File: config.mk
export PLATFORM = sky130hd
export DESIGN_NAME = mem_dma_engine_flat
export DESIGN_NICKNAME = d
export VERILOG_FILES = /design/src/rtl/mem_dma_pkg.sv /design/src/rtl/mem_dma_engine_if.sv /design/src/rtl/mem_dma_range_chk.sv /design/src/rtl/mem_dma_engine.sv /design/src/flat_wrapper.sv
export SDC_FILE = /design/constraint.sdc
export NUM_CORES = 1
export LEC_CHECK = 0
export ABC_AREA = 1
export CAP_MARGIN = 25
export CORE_MARGIN = 1.5
export CORE_UTILIZATION = 50
export CTS_BUF_LIST = sky130_fd_sc_hd__clkbuf_4 sky130_fd_sc_hd__clkbuf_8
export DETAILED_ROUTE_END_ITERATION = 7
export PLACE_DENSITY = 0.83
export SLEW_MARGIN = 20
export SYNTH_ARGS = -nofsm -noshare
export SYNTH_HDL_FRONTEND = slang
export SYNTH_SLANG_ARGS = --single-unit
File: constraint.sdc
create_clock -name clk -period 8.28 [get_ports clk]
set_clock_uncertainty 0.1 [all_clocks]
set_input_delay 0.828 -clock clk [delete_from_list [all_inputs] [get_ports clk]]
set_output_delay 0.828 -clock clk [all_outputs]
set_load 0.02 [all_outputs]
File: src/rtl/mem_dma_pkg.sv
// Shared types and constants for the data-memory DMA engine.
//   dma_state_t : engine FSM states, also exported on the debug port
//   dma_mode_t  : request type (COPY src->dst, FILL dst with a constant)
//   WORD_BYTES  : bytes per memory word; byte addresses step by this
package mem_dma_pkg;

  localparam int WORD_BYTES = 4;

  typedef enum logic [2:0] {
    IDLE   = 3'd0,
    RD_REQ = 3'd1,
    RD_CAP = 3'd2,
    WR     = 3'd3,
    FIN    = 3'd4
  } dma_state_t;

  typedef enum logic {
    DMA_COPY = 1'b0,
    DMA_FILL = 1'b1
  } dma_mode_t;

endpackage

File: src/rtl/mem_dma_engine_if.sv
// Word-addressed data-memory port shared by the CPU and the DMA engine.
//   MA  : byte address          MWD : write data
//   MWR : write enable          MOE : read enable
//   MRD : read data
// Bus semantics: MOE=1 requests the word at MA and MRD carries it in the
// following cycle (registered read). MWR=1 commits MWD at MA on the rising
// edge of that cycle. There is no back-pressure: the memory always accepts,
// and MOE and MWR are never asserted together.
interface mem_dma_engine_if;
  logic [31:0] MA;
  logic [31:0] MWD;
  logic        MWR;
  logic        MOE;
  logic [31:0] MRD;

  modport master (output MA, output MWD, output MWR, output MOE, input MRD);
  modport slave  (input MA, input MWD, input MWR, input MOE, output MRD);
endinterface

File: src/rtl/mem_dma_range_chk.sv
// Combinational alignment and bounds check for one block address.
//   i_en   : 1 = check this address, 0 = force o_bad low
//   i_addr : byte address of the first word of the block
//   i_len  : block length in words
//   o_bad  : address misaligned or block runs past the end of memory
module mem_dma_range_chk
  import mem_dma_pkg::*;
#(
  parameter int MEM_WORDS = 32,
  parameter int LEN_W     = 6
) (
  input  logic             i_en,
  input  logic [31:0]      i_addr,
  input  logic [LEN_W-1:0] i_len,
  output logic             o_bad
);

  localparam int ADDR_LSB = $clog2(WORD_BYTES);
  // Wide enough for a 30-bit word index plus len without wrapping.
  localparam int SUM_W    = 33;

  logic [SUM_W-1:0] w_end;
  logic             w_misal;
  logic             w_oor;

  assign w_end   = SUM_W'(i_addr >> ADDR_LSB) + SUM_W'(i_len);
  assign w_misal = (i_addr[ADDR_LSB-1:0] != '0);
  assign w_oor   = (w_end > SUM_W'(MEM_WORDS));
  assign o_bad   = i_en & (w_misal | w_oor);

endmodule

File: src/rtl/mem_dma_engine.sv
// DMA engine: copies or fills a block of 32-bit words in data memory.
// Ports:
//   clk, rst            : clock, asynchronous active-high reset
//   start, mode         : request strobe (sampled in IDLE), 0=COPY 1=FILL
//   src_addr, dst_addr  : byte addresses of source / destination blocks
//   len, fill_val       : word count, FILL data
//   abort               : stop a running transfer without done
//   busy, done, err     : status; done is a 1-cycle pulse, err held
//   words_done          : words written in current/last transfer
//   mem                 : memory bus master (MA/MWD/MWR/MOE -> MRD)
//   dbg_state           : current FSM state
module mem_dma_engine
  import mem_dma_pkg::*;
#(
  parameter int MEM_WORDS = 32,
  parameter int LEN_W     = 6
) (
  input  logic                clk,
  input  logic                rst,
  input  logic                start,
  input  logic                mode,
  input  logic [31:0]         src_addr,
  input  logic [31:0]         dst_addr,
  input  logic [LEN_W-1:0]    len,
  input  logic [31:0]         fill_val,
  input  logic                abort,
  output logic                busy,
  output logic                done,
  output logic                err,
  output logic [LEN_W-1:0]    words_done,
  mem_dma_engine_if.master    mem,
  output dma_state_t          dbg_state
);

  localparam logic [31:0] STEP = 32'(WORD_BYTES);

  dma_state_t       r_state, w_state_nxt;
  dma_mode_t        r_mode, w_mode_nxt;
  logic [31:0]      r_src, w_src_nxt;
  logic [31:0]      r_dst, w_dst_nxt;
  logic [LEN_W-1:0] r_len, w_len_nxt;
  logic [31:0]      r_fill, w_fill_nxt;
  logic [LEN_W-1:0] r_words, w_words_nxt;
  logic             r_err, w_err_nxt;
  // Bus outputs are registered from the next state so they are valid for the
  // whole cycle the corresponding state is current.
  logic [31:0]      r_ma, w_ma_nxt;
  logic [31:0]      r_mwd, w_mwd_nxt;
  logic             r_mwr, w_mwr_nxt;
  logic             r_moe, w_moe_nxt;

  logic             w_src_bad;
  logic             w_dst_bad;
  logic [LEN_W-1:0] w_words_inc;
  dma_mode_t        w_req_mode;

  assign w_req_mode  = dma_mode_t'(mode);
  assign w_words_inc = r_words + LEN_W'(1);

  // Source is only meaningful for COPY, so its check is disabled for FILL.
  mem_dma_range_chk #(.MEM_WORDS(MEM_WORDS), .LEN_W(LEN_W)) u_src_chk (
    .i_en   (w_req_mode == DMA_COPY),
    .i_addr (src_addr),
    .i_len  (len),
    .o_bad  (w_src_bad)
  );

  mem_dma_range_chk #(.MEM_WORDS(MEM_WORDS), .LEN_W(LEN_W)) u_dst_chk (
    .i_en   (1'b1),
    .i_addr (dst_addr),
    .i_len  (len),
    .o_bad  (w_dst_bad)
  );

  always_comb begin
    w_state_nxt = r_state;
    w_mode_nxt  = r_mode;
    w_src_nxt   = r_src;
    w_dst_nxt   = r_dst;
    w_len_nxt   = r_len;
    w_fill_nxt  = r_fill;
    w_words_nxt = r_words;
    w_err_nxt   = r_err;
    w_ma_nxt    = '0;
    w_mwd_nxt   = '0;
    w_mwr_nxt   = 1'b0;
    w_moe_nxt   = 1'b0;

    case (r_state)
      IDLE: begin
        if (start && !abort) begin
          w_mode_nxt  = w_req_mode;
          w_src_nxt   = src_addr;
          w_dst_nxt   = dst_addr;
          w_len_nxt   = len;
          w_fill_nxt  = fill_val;
          w_words_nxt = '0;
          w_err_nxt   = 1'b0;
          if (len == '0) begin
            w_state_nxt = FIN;
          end else if (w_src_bad || w_dst_bad) begin
            w_state_nxt = FIN;
            w_err_nxt   = 1'b1;
          end else if (w_req_mode == DMA_COPY) begin
            w_state_nxt = RD_REQ;
            w_ma_nxt    = src_addr;
            w_moe_nxt   = 1'b1;
          end else begin
            w_state_nxt = WR;
            w_ma_nxt    = dst_addr;
            w_mwd_nxt   = fill_val;
            w_mwr_nxt   = 1'b1;
          end
        end
      end

      RD_REQ: begin
        w_state_nxt = abort ? IDLE : RD_CAP;
      end

      // The MWD register doubles as the captured read data for the write.
      RD_CAP: begin
        if (abort) begin
          w_state_nxt = IDLE;
        end else begin
          w_state_nxt = WR;
          w_ma_nxt    = r_dst;
          w_mwd_nxt   = mem.MRD;
          w_mwr_nxt   = 1'b1;
        end
      end

      // The word is committed at this edge even under abort, so it is counted.
      WR: begin
        w_words_nxt = w_words_inc;
        w_src_nxt   = r_src + STEP;
        w_dst_nxt   = r_dst + STEP;
        if (abort) begin
          w_state_nxt = IDLE;
        end else if (w_words_inc == r_len) begin
          w_state_nxt = FIN;
        end else if (r_mode == DMA_COPY) begin
          w_state_nxt = RD_REQ;
          w_ma_nxt    = r_src + STEP;
          w_moe_nxt   = 1'b1;
        end else begin
          w_state_nxt = WR;
          w_ma_nxt    = r_dst + STEP;
          w_mwd_nxt   = r_fill;
          w_mwr_nxt   = 1'b1;
        end
      end

      FIN: begin
        w_state_nxt = IDLE;
      end

      default: begin
        w_state_nxt = IDLE;
      end
    endcase
  end

  always_ff @(posedge clk or posedge rst) begin
    if (rst) begin
      r_state <= IDLE;
      r_mode  <= DMA_COPY;
      r_src   <= '0;
      r_dst   <= '0;
      r_len   <= '0;
      r_fill  <= '0;
      r_words <= '0;
      r_err   <= 1'b0;
      r_ma    <= '0;
      r_mwd   <= '0;
      r_mwr   <= 1'b0;
      r_moe   <= 1'b0;
    end else begin
      r_state <= w_state_nxt;
      r_mode  <= w_mode_nxt;
      r_src   <= w_src_nxt;
      r_dst   <= w_dst_nxt;
      r_len   <= w_len_nxt;
      r_fill  <= w_fill_nxt;
      r_words <= w_words_nxt;
      r_err   <= w_err_nxt;
      r_ma    <= w_ma_nxt;
      r_mwd   <= w_mwd_nxt;
      r_mwr   <= w_mwr_nxt;
      r_moe   <= w_moe_nxt;
    end
  end

  assign busy       = (r_state == RD_REQ) || (r_state == RD_CAP) || (r_state == WR);
  assign done       = (r_state == FIN);
  assign err        = r_err;
  assign words_done = r_words;
  assign dbg_state  = r_state;

  assign mem.MA  = r_ma;
  assign mem.MWD = r_mwd;
  assign mem.MWR = r_mwr;
  assign mem.MOE = r_moe;

endmodule

File: src/flat_wrapper.sv
// flat-port wrapper written by rule: the top's interface ports become plain ports
module mem_dma_engine_flat import mem_dma_pkg::*;
#(
  parameter int MEM_WORDS = 32,
  parameter int LEN_W     = 6
)
  (clk, rst, start, mode, src_addr, dst_addr, len, fill_val, abort, busy, done, err, words_done, dbg_state, mem_MA, mem_MWD, mem_MWR, mem_MOE, mem_MRD);
  mem_dma_engine_if mem_i ();
  input  logic clk;
  input  logic rst;
  input  logic start;
  input  logic mode;
  input  logic [31:0] src_addr;
  input  logic [31:0] dst_addr;
  input  logic [LEN_W-1:0] len;
  input  logic [31:0] fill_val;
  input  logic abort;
  output logic busy;
  output logic done;
  output logic err;
  output logic [LEN_W-1:0] words_done;
  output dma_state_t dbg_state;
  output wire logic [$bits(mem_i.MA)-1:0] mem_MA;
  output wire logic [$bits(mem_i.MWD)-1:0] mem_MWD;
  output wire logic [$bits(mem_i.MWR)-1:0] mem_MWR;
  output wire logic [$bits(mem_i.MOE)-1:0] mem_MOE;
  input wire logic [$bits(mem_i.MRD)-1:0] mem_MRD;
  assign mem_MA = mem_i.MA;
  assign mem_MWD = mem_i.MWD;
  assign mem_MWR = mem_i.MWR;
  assign mem_MOE = mem_i.MOE;
  assign mem_i.MRD = mem_MRD;
  mem_dma_engine #(.MEM_WORDS(MEM_WORDS), .LEN_W(LEN_W)) u_core (.clk(clk), .rst(rst), .start(start), .mode(mode), .src_addr(src_addr), .dst_addr(dst_addr), .len(len), .fill_val(fill_val), .abort(abort), .busy(busy), .done(done), .err(err), .words_done(words_done), .mem(mem_i), .dbg_state(dbg_state));
endmodule
==> results.json, run 1 <==
{
  "routedWlPerCell_um": 17.82,
  "overflow": 0,
  "postCtsHoldBufs": 0,
  "violations": "design-rule violations",
  "worst-slew-pin-transition_ps": 1082,
  "leakage_nw": 6.516,
  "synth_area_sq_um": 11280,
  "synthTopCellsByCount": "nand2_1, inv_1, dfrtp_1",
  "arrival_ps": 4440,
  "root_buffer": "clkbuf_8",
  "post_cts_resized": 0,
  "yosysUniqueCellTypes": 42,
  "ys_ff_latch": 179,
  "r2r_end": "u_core.mem.MWR$_DFF_PP0_",
  "synth.most_common_cell": "nand2_1",
  "clk_latency_ps": 470,
  "final_cells": 2090,
  "setup_viol": 0,
  "cts_setup_buffers": 0,
  "hold_path_startpoint": "u_core.r_fill[18]$_DFFE_PP0P_",
  "antenna_found_initial": 1,
  "core_area_sq_um": 21960,
  "nets": 1953,
  "power.ir.vdd_worst_v": 0.00009307,
  "critical_path_class": "input port to flip-flop",
  "drive_above_1_share": 0.04091,
  "syn_area_per_cell_sq_um": 7.074,
  "drt_iter0_drc": 1172,
  "gr-usage-all-layers": 0.3212,
  "placedCellCount": 2058,
  "rsz0062_at_grt": "false",
  "drv_cap": 0,
  "area_growth_pct": 24.56,
  "yosysTopAreaCell": "dfrtp_1",
  "io_pins": 217,
  "grt_pass1_wl_um": 59300,
  "die_area_sq_um": 23480,
  "holdPathStages": 2,
  "rrSetupSlack_ps": 4520,
  "whs_ps": 379.8,
  "clock.fmax_mhz": 240.2,
  "grt_max_degree": 121,
  "cts_tree": "done",
  "regArea_sq_um": 4479,
  "relSlewSlack": 0.2771,
  "hold_viol": 0,
  "synth_seq_area_share": 0.3970,
  "vias": 11731,
  "synth_edf_count": 0,
  "multiInputGateArea_sq_um": 5917,
  "place_congestion": 0.9365,
  "synth_fp_nets": 1751,
  "min_period_ps": 4163,
  "die_w_um": 153.2,
  "cts_made_buffers": 17,
  "antenna_left": 0,
  "end_kind": "flip-flop",
  "critPathLaunchType": "input port",
  "port_buffers": 216,
  "cts.sinks": 179,
  "rr_worst_depth": 13,
  "yosys_warnings": 0,
  "r2r-start": "u_core.words_done[0]$_DFFE_PP0P_",
  "netlist_top_cells_area": "dfrtp_1, nand2_1, inv_1",
  "row_count": 54,
  "maxSlewViolCount": 0,
  "synth-async-reset-ratio": 1.000,
  "hp-class": "flip-flop to flip-flop",
  "fin_crit_sh": 0.5028,
  "vias_per_cell": 5.613,
  "cts_buffer_depth": 2,
  "final.setup.tns_ps": 0,
  "postSynthCellCount": 1595,
  "floorplan.initialDensity": 0.5138,
  "fillers": 1933,
  "worstPathMaxFanout": 32,
  "synth_top_area_frac": 0.3970,
  "place_hpwl_um": 27830,
  "grt_pass1_vias": 11364,
  "cp.required_ps": 8560,
  "die_h_um": 153.2,
  "path_clk_slew_ps": 100,
  "htreeDepth": 4,
  "status": "finished with violations",
  "ys.flop_type": "dfrtp_1",
  "holdPathEnd": "u_core.r_fill[18]$_DFFE_PP0P_",
  "drc_errors": 28,
  "wirelength_um": 37240,
  "drt_pass1_iterations": 8,
  "powerDensity_nw_per_um2": 202.2
}
## state kept, by name, summed over array words and instances (netlist names)
register and flops:
u_core.dbg_state 3, u_core.err 1, u_core.mem.MA 32, u_core.mem.MOE 1, u_core.mem.MWD 32, u_core.mem.MWR 1, u_core.r_dst 32, u_core.r_fill 32
u_core.r_len 6, u_core.r_mode 1, u_core.r_src 32, u_core.words_done 6
## area by class of cell
| cell class | count | area share |
|---|---|---|
| Antenna cell | 1 | 0.0001780 |
| Clock buffer | 18 | 0.01718 |
| Clock inverter | 13 | 0.008902 |
| Inverter | 189 | 0.05101 |
| Multi-Input combinational cell | 1186 | 0.4210 |
| Sequential cell | 179 | 0.3187 |
| Tap cell | 280 | 0.02493 |
| Timing Repair Buffer | 224 | 0.1581 |
## kinds of logic (layout without fill, tap and decap cells)
logic type	count (synthesis)	after routing	synth area share
simple gates	930	930	0.3464
other cells	0	1	0
xor+xnor	65	65	0.05046
flops	179	179	0.3970
buf+inv	230	444	0.07951
compound gates	174	174	0.1065
fa+ha+maj	17	17	0.02018
## how the worst max path moves through the flow
| stage | from | slack (ps) | cells after the start | endpoint |
|---|---|---|---|---|
| floorplan | rst | 2490 | 1 | u_core.dbg_state[0]$_DFFE_PP0N_ |
| global placement | dst_addr[2] | 3760 | 21 | u_core.mem.MWD[2]$_DFF_PP0_ |
| detailed placement | len[0] | 3680 | 21 | u_core.mem.MWD[0]$_DFF_PP0_ |
| CTS | len[0] | 4170 | 21 | u_core.mem.MWD[0]$_DFF_PP0_ |
| global route | dst_addr[2] | 3800 | 21 | u_core.mem.MWD[10]$_DFF_PP0_ |
| finish | len[0] | 4120 | 21 | u_core.mem.MWD[10]$_DFF_PP0_ |
## stage by stage
stage	setup slack (ps)	util	area, sq um	power [mW]
global placement	3764	0.6231	13680	2.215
finish	4117	0.6401	14050	2.842
floorplan	2493	-	11280	1.904
CTS	4175	0.6398	14050	2.821
detailed placement	3680	0.6231	13680	2.251
global route	3803	0.6401	14050	3.011
## critical path: stages
cell and delay [ps]:
clkdlybuf4s50_1 530, ha_1 200, inv_1 60, fa_1 420
inv_1 100, nand2_1 70, nand2_1 110, nand2_1 110
nand2_4 150, nand2_1 90, nand2_1 60, nand3_1 70
nor2_1 120, nand3_1 80, nor2_1 140, nand2_1 120
nor2_4 240, nand2_2 120, nor2_4 540, nand2_1 120
o211ai_1 120
## layout by cell type, fill, tap and decap left out, types with 17 or more instances in the layout
cell type and instances:
nand2_1 592, nand3_1 125, clkbuf_8 17, o21ai_0 49, xor2_1 46, dfrtp_1 179, o221ai_1 42, xnor2_1 19
o211ai_1 39, clkdlybuf4s50_1 216, nor2_1 122, nand4_1 26, inv_1 183
## power breakdown
group	internal, mW	switching (mW)
registers	1.10	0.206
logic	0.360	0.603
clock network	0.221	0.351
total	1.68	1.16
## routing by layer
| layer | GRT usage | share of wire | vias up |
|---|---|---|---|
| li1 | - | - | 5586 |
| met1 | 0.4112 | 0.40 | 5406 |
| met4 | 0.1377 | 0.036 | 0 |
| met3 | 0.04707 | 0.091 | 91 |
| met2 | 0.5433 | 0.48 | 648 |
| met5 | 0 | 0 | - |
(Power assumes the default switching activity.)
==> run 2, diff against run 1 <==
- clock period: 8.28 -> 4.18 ns (I/O delays scaled with it)
==> run 2 against run 1 <==
The flow still finishes with violations (design-rule violations). Via count up 0.49%. Highest routed layer unchanged. Combinational power increased by 99%. Worst hold slack got worse by 140 ps. Design area grew 0.85%.
==> results.json, run 2 (synthesized netlist as in run 1, its figures left out) <==
{
  "floorplan.initialDensity": 0.5138,
  "core_area_sq_um": 21960,
  "powerDensity_nw_per_um2": 403.6,
  "grt_pass1_vias": 11348,
  "cp_common_cell": "nand2_1",
  "gr-usage-all-layers": 0.3179,
  "path_buf_inv": 4,
  "drt_iter0_drc": 1084,
  "rsz0062_at_grt": "false",
  "status": "finished with violations",
  "power.ir.vdd_worst_v": 0.0002555,
  "cp.required_ps": 4470,
  "clk_latency_ps": 470,
  "post_cts_resized": 0,
  "row_count": 54,
  "cp.depth": 22,
  "p_total_mw": 5.721,
  "antenna_left": 0,
  "clock.fmax_mhz": 285.0,
  "vias_per_cell": 5.622,
  "htreeDepth": 4,
  "min_period_ps": 3509,
  "area_growth_pct": 25.63,
  "postCtsHoldBufs": 0,
  "relSlewSlack": 0.3945,
  "final_area_sq_um": 14170,
  "wirelength_um": 36770,
  "place_area_sq_um": 13740,
  "post-route-util": 0.6455,
  "crit_family": "simple AND/OR/NAND/NOR gates",
  "place_hpwl_um": 27920,
  "overflow": 0,
  "hold_viol": 0,
  "die_area_sq_um": 23480,
  "grt_max_degree": 88,
  "critPathCapture": "u_core.mem.MWD[8]$_DFF_PP0_",
  "cts.sinks": 179,
  "io_pins": 217,
  "layout_common_cells": "nand2_1, clkdlybuf4s50_1, inv_1",
  "final.setup.tns_ps": 0,
  "drc_errors": 26,
  "path_clk_slew_ps": 110,
  "drt_pass1_iterations": 8,
  "leakage_nw": 6.594,
  "cp_slowest_cell": "clkdlybuf4s50_1",
  "r2r_end": "u_core.mem.MA[8]$_DFF_PP0_",
  "routedWlPerCell_um": 17.53,
  "grt_pass1_wl_um": 58730,
  "cts_made_buffers": 17,
  "root_buffer": "clkbuf_8",
  "rrSetupSlack_ps": 990,
  "place_congestion": 0.9606,
  "die_w_um": 153.2,
  "max_stage_delay_ps": 520,
  "maxSlewViolCount": 0,
  "violations": "design-rule violations",
  "vias": 11789,
  "drive_above_1_share": 0.04513,
  "critPathLaunchType": "input port",
  "nets": 1960,
  "r2r-start": "u_core.words_done[0]$_DFFE_PP0P_",
  "hp-class": "input port to async pin",
  "fin_crit_sh": 0.8394,
  "cts_setup_buffers": 0,
  "critical_path_class": "input port to flip-flop",
  "drv_cap": 0,
  "antenna_found_initial": 0,
  "die_h_um": 153.2,
  "antenna_cells": 0,
  "end_kind": "flip-flop",
  "cts_tree": "done",
  "port_buffers": 216,
  "worst-slew-pin-transition_ps": 908.2,
  "critPathLaunch": "dst_addr[2]",
  "worstPathMaxFanout": 32,
  "final_common_cell": "nand2_1",
  "rr_worst_depth": 12,
  "arrival_ps": 3800,
  "cts_buffer_depth": 2,
  "setup_viol": 0,
  "cp_cell_sequence": "clkdlybuf4s50_1 > ha_1 > inv_1 > fa_1 > inv_1 > nand2_1 > nand2_1 > nand2_1 > nand2_4 > nand2_4 > nor2_4 > nand2_1 > nand2_1 > nand3_1 > nor2_1 > nand2_1 > nor2_4 > nand2_2 > nor2_4 > buf_4 > nand2_1 > o211ai_1"
}
run 2: worst register-to-register path, delay by kind of cell (launching register included):
family | cells | cell delay, ps
AO/OA/AOI/OAI | 1 | 350
adder cells (fa/ha/maj) | 1 | 320
buffers and inverters | 2 | 450
flip-flops | 1 | 480
AND/OR/NAND/NOR | 8 | 1380
run 2: final cells by class:
class                   instances  area, sq um
multi-input cells            1186         5917
well taps                     280        350.3
flip-flops and latches        179         4479
fillers                      1876         7784
clock buffers                  18        247.7
inverters                     189        713.2
repair buffers                231         2307
clock inverters                14        160.2
run 2: layer usage:
| layer | vias to the layer above | share of wire | global-route usage |
|---|---|---|---|
| li1 | 5591 | - | - |
| met3 | 94 | 0.086 | 0.05727 |
| met2 | 608 | 0.48 | 0.5381 |
| met5 | - | 0 | 0 |
| met4 | 0 | 0.038 | 0.1377 |
| met1 | 5496 | 0.40 | 0.3990 |
run 2: worst min path at each step:
stage	slack, ps	from	to
finish	240	rst	u_core.mem.MWD[23]$_DFF_PP0_
global route	240	rst	u_core.mem.MWD[23]$_DFF_PP0_
CTS	390	u_core.r_fill[21]$_DFFE_PP0P_	u_core.r_fill[21]$_DFFE_PP0P_
detailed placement	360	u_core.r_fill[21]$_DFFE_PP0P_	u_core.r_fill[21]$_DFFE_PP0P_
global placement	350	u_core.r_fill[15]$_DFFE_PP0P_	u_core.r_fill[15]$_DFFE_PP0P_
floorplan	340	u_core.r_dst[1]$_DFFE_PP0P_	u_core.r_dst[1]$_DFFE_PP0P_
run 2: power breakdown:
part / leakage, nW / internal [mW] / switching (mW)
clock network: 0.209 / 0.518 / 0.708
registers: 2.33 / 2.18 / 0.398
logic: 4.05 / 0.719 / 1.20
total: 6.59 / 3.42 / 2.30
run 2: per-stage QoR:
step | std cells | worst slack, ps | hold slack (ps)
floorplan | 1595 | 1367 | 342.2
global placement | 2064 | 302.6 | 353.4
detailed placement | 2064 | 240.1 | 360.8
CTS | 2096 | 729.8 | 385.2
global route | 2097 | 378.6 | 235.9
finish | 2097 | 671.1 | 241.2
==> RTL change 1: new RTL, config.mk and constraints of run 2 <==
`r_ma` no longer has a reset.
--- a/src/rtl/mem_dma_engine.sv
+++ b/src/rtl/mem_dma_engine.sv
@@ -171,7 +171,6 @@
       r_fill  <= '0;
       r_words <= '0;
       r_err   <= 1'b0;
-      r_ma    <= '0;
       r_mwd   <= '0;
       r_mwr   <= 1'b0;
       r_moe   <= 1'b0;
@@ -184,13 +183,16 @@
       r_fill  <= w_fill_nxt;
       r_words <= w_words_nxt;
       r_err   <= w_err_nxt;
-      r_ma    <= w_ma_nxt;
       r_mwd   <= w_mwd_nxt;
       r_mwr   <= w_mwr_nxt;
       r_moe   <= w_moe_nxt;
     end
   end
 
+  always_ff @(posedge clk) begin
+    r_ma <= w_ma_nxt;
+  end
+
   assign busy       = (r_state == RD_REQ) || (r_state == RD_CAP) || (r_state == WR);
   assign done       = (r_state == FIN);
   assign err        = r_err;
Behaviour: not the same (a bounded check fails within 4 cycles, from zero or initial values and one cycle with rst high).
==> RTL change 1 against run 2 <==
Synthesized area decreased by 1.4%; critical endpoint is now u_core.mem.MWD[13]; setup slack better by 0.068 ns; routed wire length is 0.66% higher; largest cell class unchanged; total power is 1.8% lower; sequential cell count is the same; first-iteration DRC count shrank 10%; utilization decreased by 0.57 points; final area shrank 1.5%; synthesized cell count unchanged.
==> RTL change 1: results (changes against run 2) <==
router iterations before antenna repair 5 (was 8); post-CTS sizing 0 (unchanged); slew of the pin with the lowest slew margin 0.910 ns (was 0.908 ns); Synth top cells by count nand2_1 (592), inv_1 (184), dfrtp_1 (147) (was nand2_1 (592), inv_1 (184), dfrtp_1 (179)); async set-reset flop share out of synthesis 0.821 (was 1.00); initial antenna violation count 0 (unchanged); IO Port Bufs 216 (unchanged); Register-to-Register Path Depth 15 (was 12); Ys Warns 0 (unchanged); initial DRC count 974 (was 1084); largest net degree at the start of global routing 88 (unchanged); htree depth 4 (unchanged); Synth area leaders dfrtp_1 (33%), nand2_1 (20%), inv_1 (6.2%), dfxtp_1 (5.8%), nand3_1 (5.6%) (was dfrtp_1 (40%), nand2_1 (20%), inv_1 (6.1%), nand3_1 (5.5%), nor2_1 (4.1%)); layout cell share with drive strength beyond 1 0.0441 (was 0.0451); most common flop cell mapped by yosys dfrtp_1 (unchanged); outcome completed (was finished with violations); VDD IR max 0.000170 V (was 0.000255 V); R2R Path Start u_core.r_src[2] (was u_core.words_done[0]); via count 11.8k (about the same); distinct cell type count after synthesis 43 (was 42); Avg WL per Cell 17.7 um (was 17.5 um); Critical Path AT 3.72 ns (was 3.80 ns); Total Routing Usage GR 0.319 (was 0.318); hpwl dp 28.3 mm (was 27.9 mm); LEAKAGE 6.38 nW (was 6.59 nW); crit path launch len[5] (was dst_addr[2]); syn_nets 1751 (unchanged); Slowest cell on crit path clkdlybuf4s50_1 (unchanged); nets@finish 1958 (was 1960); vias in the first global route 11.3k (about the same); total CTS buffers 17 (unchanged); Fill cells 1935 (was 1876); worst hold path type input pin to asynchronous set/reset pin (unchanged); first-pass GRT wire length 58.9 mm (was 58.7 mm); Clock Path Buffers 2 (unchanged); Clk pin slew, worst setup/hold paths about 0.10 ns; Crit Path Max Fanout 30 (was 32); CTS root buf clkbuf_8 (unchanged); CP delay by family, top simple AND/OR/NAND/NOR gates (unchanged); Seq/Total Area, Yosys 0.388 (was 0.397); GPL Wtd Cong 1.00 (was 0.961); Final Hold Fails 0 (unchanged)
RTL change 1: changes by cell type after synthesis, sizes merged:
cell	before	now
dfxtp	0	32
dfrtp	179	147
RTL change 1: logic make-up after synthesis:
| family | count (synthesis) | share of synthesized area |
|---|---|---|
| fa+ha+maj | 17 | 0.0205 |
| xor+xnor | 65 | 0.0512 |
| simple gates | 930 | 0.351 |
| flops | 179 | 0.388 |
| buf+inv | 230 | 0.0807 |
| compound gates | 174 | 0.108 |
RTL change 1: stage by stage:
step           hold slack (ns)  cell area (sq um)  utilization  cells  worst slack [ns]
6_report                 0.338              14000        0.640   2095             0.740
5_1_grt                  0.379              14000        0.640   2095             0.526
4_1_cts                  0.354              14000        0.640   2095             0.817
3_5_place_dp             0.358              13600        0.622   2063             0.327
3_3_place_gp             0.353              13600        0.622   2063             0.437
2_1_floorplan            0.342              11100            -   1595              1.44
RTL change 1: report_power, final:
group / leakage [nW] / internal, mW / switching (mW)
Clock: 0.197 / 0.442 / 0.711
Combinational: 4.04 / 0.715 / 1.18
Sequential: 2.14 / 2.18 / 0.395
RTL change 1: final timing paths:
kind	end	slack, ns
min in group clk	u_core.r_fill[16]	0.38
max reg2reg	u_core.mem.MA[30]	1.02
max in group asynchronous	u_core.r_dst[24]	2.70
min	u_core.mem.MWD[15]	0.34
min reg2reg	u_core.r_fill[16]	0.38
max	u_core.mem.MWD[13]	0.74
RTL change 1: area by class of cell:
cell class | instances | area (sq um) | area share
clock buffer | 17 | 234 | 0.0168
clock inverter | 15 | 144 | 0.0103
inverter | 189 | 713 | 0.0511
multi-input combinational | 1186 | 5920 | 0.424
sequential | 179 | 4320 | 0.309
tap | 280 | 350 | 0.0251
timing repair buffer | 229 | 2280 | 0.164
RTL change 1: metal layers:
metal	up-vias	wire length [um]	share of wire	track usage
met5	-	0	0	0
met4	0	1380	0.037	0.147
met3	70	3240	0.088	0.0523
met2	640	17500	0.47	0.523
met1	5452	14900	0.40	0.414
li1	5603	-	-	-
==> RTL change 2: new RTL, settings of run 2 <==
Without the edit above. Change the package constant `WORD_BYTES` from 4 to 8.
--- a/src/rtl/mem_dma_pkg.sv
+++ b/src/rtl/mem_dma_pkg.sv
@@ -4,7 +4,7 @@
 //   WORD_BYTES  : bytes per memory word; byte addresses step by this
 package mem_dma_pkg;
 
-  localparam int WORD_BYTES = 4;
+  localparam int WORD_BYTES = 8;
 
   typedef enum logic [2:0] {
     IDLE   = 3'd0,
Formal check against the unedited RTL: not equivalent (a bounded check fails within 4 cycles, from zero or initial values and one cycle with rst high).
==> RTL change 2 against run 2 <==
Hold slack improved by 0.053 ns; synthesized cell count increased by 2.8%; routed wire length increased by 8.0%; first-iteration DRC count increased by 14%; final area increased by 2.8%; final cell count increased by 3.3%; highest routed layer is now met5; sequential cell count unchanged; non-clock buffer count decreased by 2; total power increased by 0.37%; synthesized area increased by 3.7%; setup slack got worse by 0.22 ns; utilization decreased by 0.56 points.
==> RTL change 2: results (changes against run 2) <==
Register-to-Register Path Depth 16 (was 12); Synth top cells by count nand2_1 (607), inv_1 (184), dfrtp_1 (179) (was nand2_1 (592), inv_1 (184), dfrtp_1 (179)); layout cell share with drive strength beyond 1 0.0913 (was 0.0451); largest net degree at the start of global routing 85 (was 88); final WL 39.7 mm (was 36.8 mm); Slowest cell on crit path inv_2 (was clkdlybuf4s50_1); Setup CP Type register to register (was input pin to register); crit path launch u_core.words_done[0] (was dst_addr[2]); sw frac 0.415 (was 0.403); Non-Filler Instances 2166 (was 2097); Ys Warns 0 (unchanged); reg-to-reg slack, setup 0.46 ns (was 0.99 ns); LEAKAGE 7.17 nW (was 6.59 nW); VDD IR max 0.000192 V (was 0.000255 V); Total Routing Usage GR 0.332 (was 0.318); hpwl dp 30.3 mm (was 27.9 mm); initial antenna violation count 3 (was 0); Synth Area in XOR/XNOR 0.0412 (was 0.0505); router iterations before antenna repair 6 (was 8); Synth Area in Adders 0.0195 (was 0.0202); vias in the first global route 11.6k (was 11.3k); Fill cells 2017 (was 1876); first-pass GRT wire length 61.8 mm (was 58.7 mm); nets@finish 1995 (was 1960); Seq/Total Area, Yosys 0.383 (was 0.397); Crit Path Max Fanout 40 (was 32); worst reg2reg endpoint u_core.mem.MA[4] (was u_core.mem.MA[8]); outcome completed (was finished with violations); postcts setup bufs 0 (unchanged); Clock Latency Late Sink 0.49 ns (was 0.47 ns); initial DRC count 1237 (was 1084); Clk pin slew, worst setup/hold paths 0.13 ns (was 0.11 ns); slew of the pin with the lowest slew margin 0.883 ns (was 0.908 ns); Slowest Stage Delay on Critical Path 0.76 ns (was 0.52 ns); Cells after Synth 1639 (was 1595)
[RTL change 2: cell types whose count changed after synthesis, sizes merged, moves of 13 or more]
cell / delta
nand2: +58
o21ai: -27
nand3: +26
o211ai: -21
nor2: -15
o221ai: +14
inv: +13
nor3: +13
[RTL change 2: area by class of cell]
class	count	area share
flip-flops and latches	179	0.307
repair buffers	229	0.157
well taps	313	0.0269
clock buffers	18	0.0170
multi-input cells	1210	0.428
clock inverters	14	0.0120
inverters	202	0.0523
diodes	1	0.000172
[RTL change 2: through the flow]
step / instance area (sq um) / hold WS (ns) / setup WS (ns) / total power [mW]
after floorplan: 11700 / 0.342 / 1.37 / 3.75
after global placement: 14200 / 0.353 / 0.337 / 4.39
after detailed placement: 14200 / 0.359 / 0.324 / 4.45
after CTS: 14600 / 0.317 / 0.531 / 5.70
after global routing: 14600 / 0.343 / 0.196 / 6.07
final: 14600 / 0.294 / 0.456 / 5.74
[RTL change 2: critical path, delay by kind of cell (launching register included)]
family	cells	cell delay, ns
DFF	1	0.48
AOI/OAI and AO/OA	1	0.16
adders and majority gates	1	0.32
and+or+nand+nor	10	1.61
buffers and inverters	4	1.02
[RTL change 2: per-layer routing]
metal | vias to the layer above | share of wire | GRT usage
met2 | 602 | 0.47 | 0.542
met5 | - | 0.00028 | 0
met3 | 110 | 0.087 | 0.0711
met4 | 2 | 0.041 | 0.146
met1 | 5690 | 0.40 | 0.425
li1 | 5705 | - | -
[RTL change 2: power groups by stage]
stage	clock network (mW)	logic, mW	registers [mW]
final	1.25	1.88	2.62
after global routing	1.33	2.08	2.67
after CTS	1.26	1.84	2.60
after detailed placement	0	1.83	2.63
after global placement	0	1.78	2.61
after floorplan	0	1.23	2.52
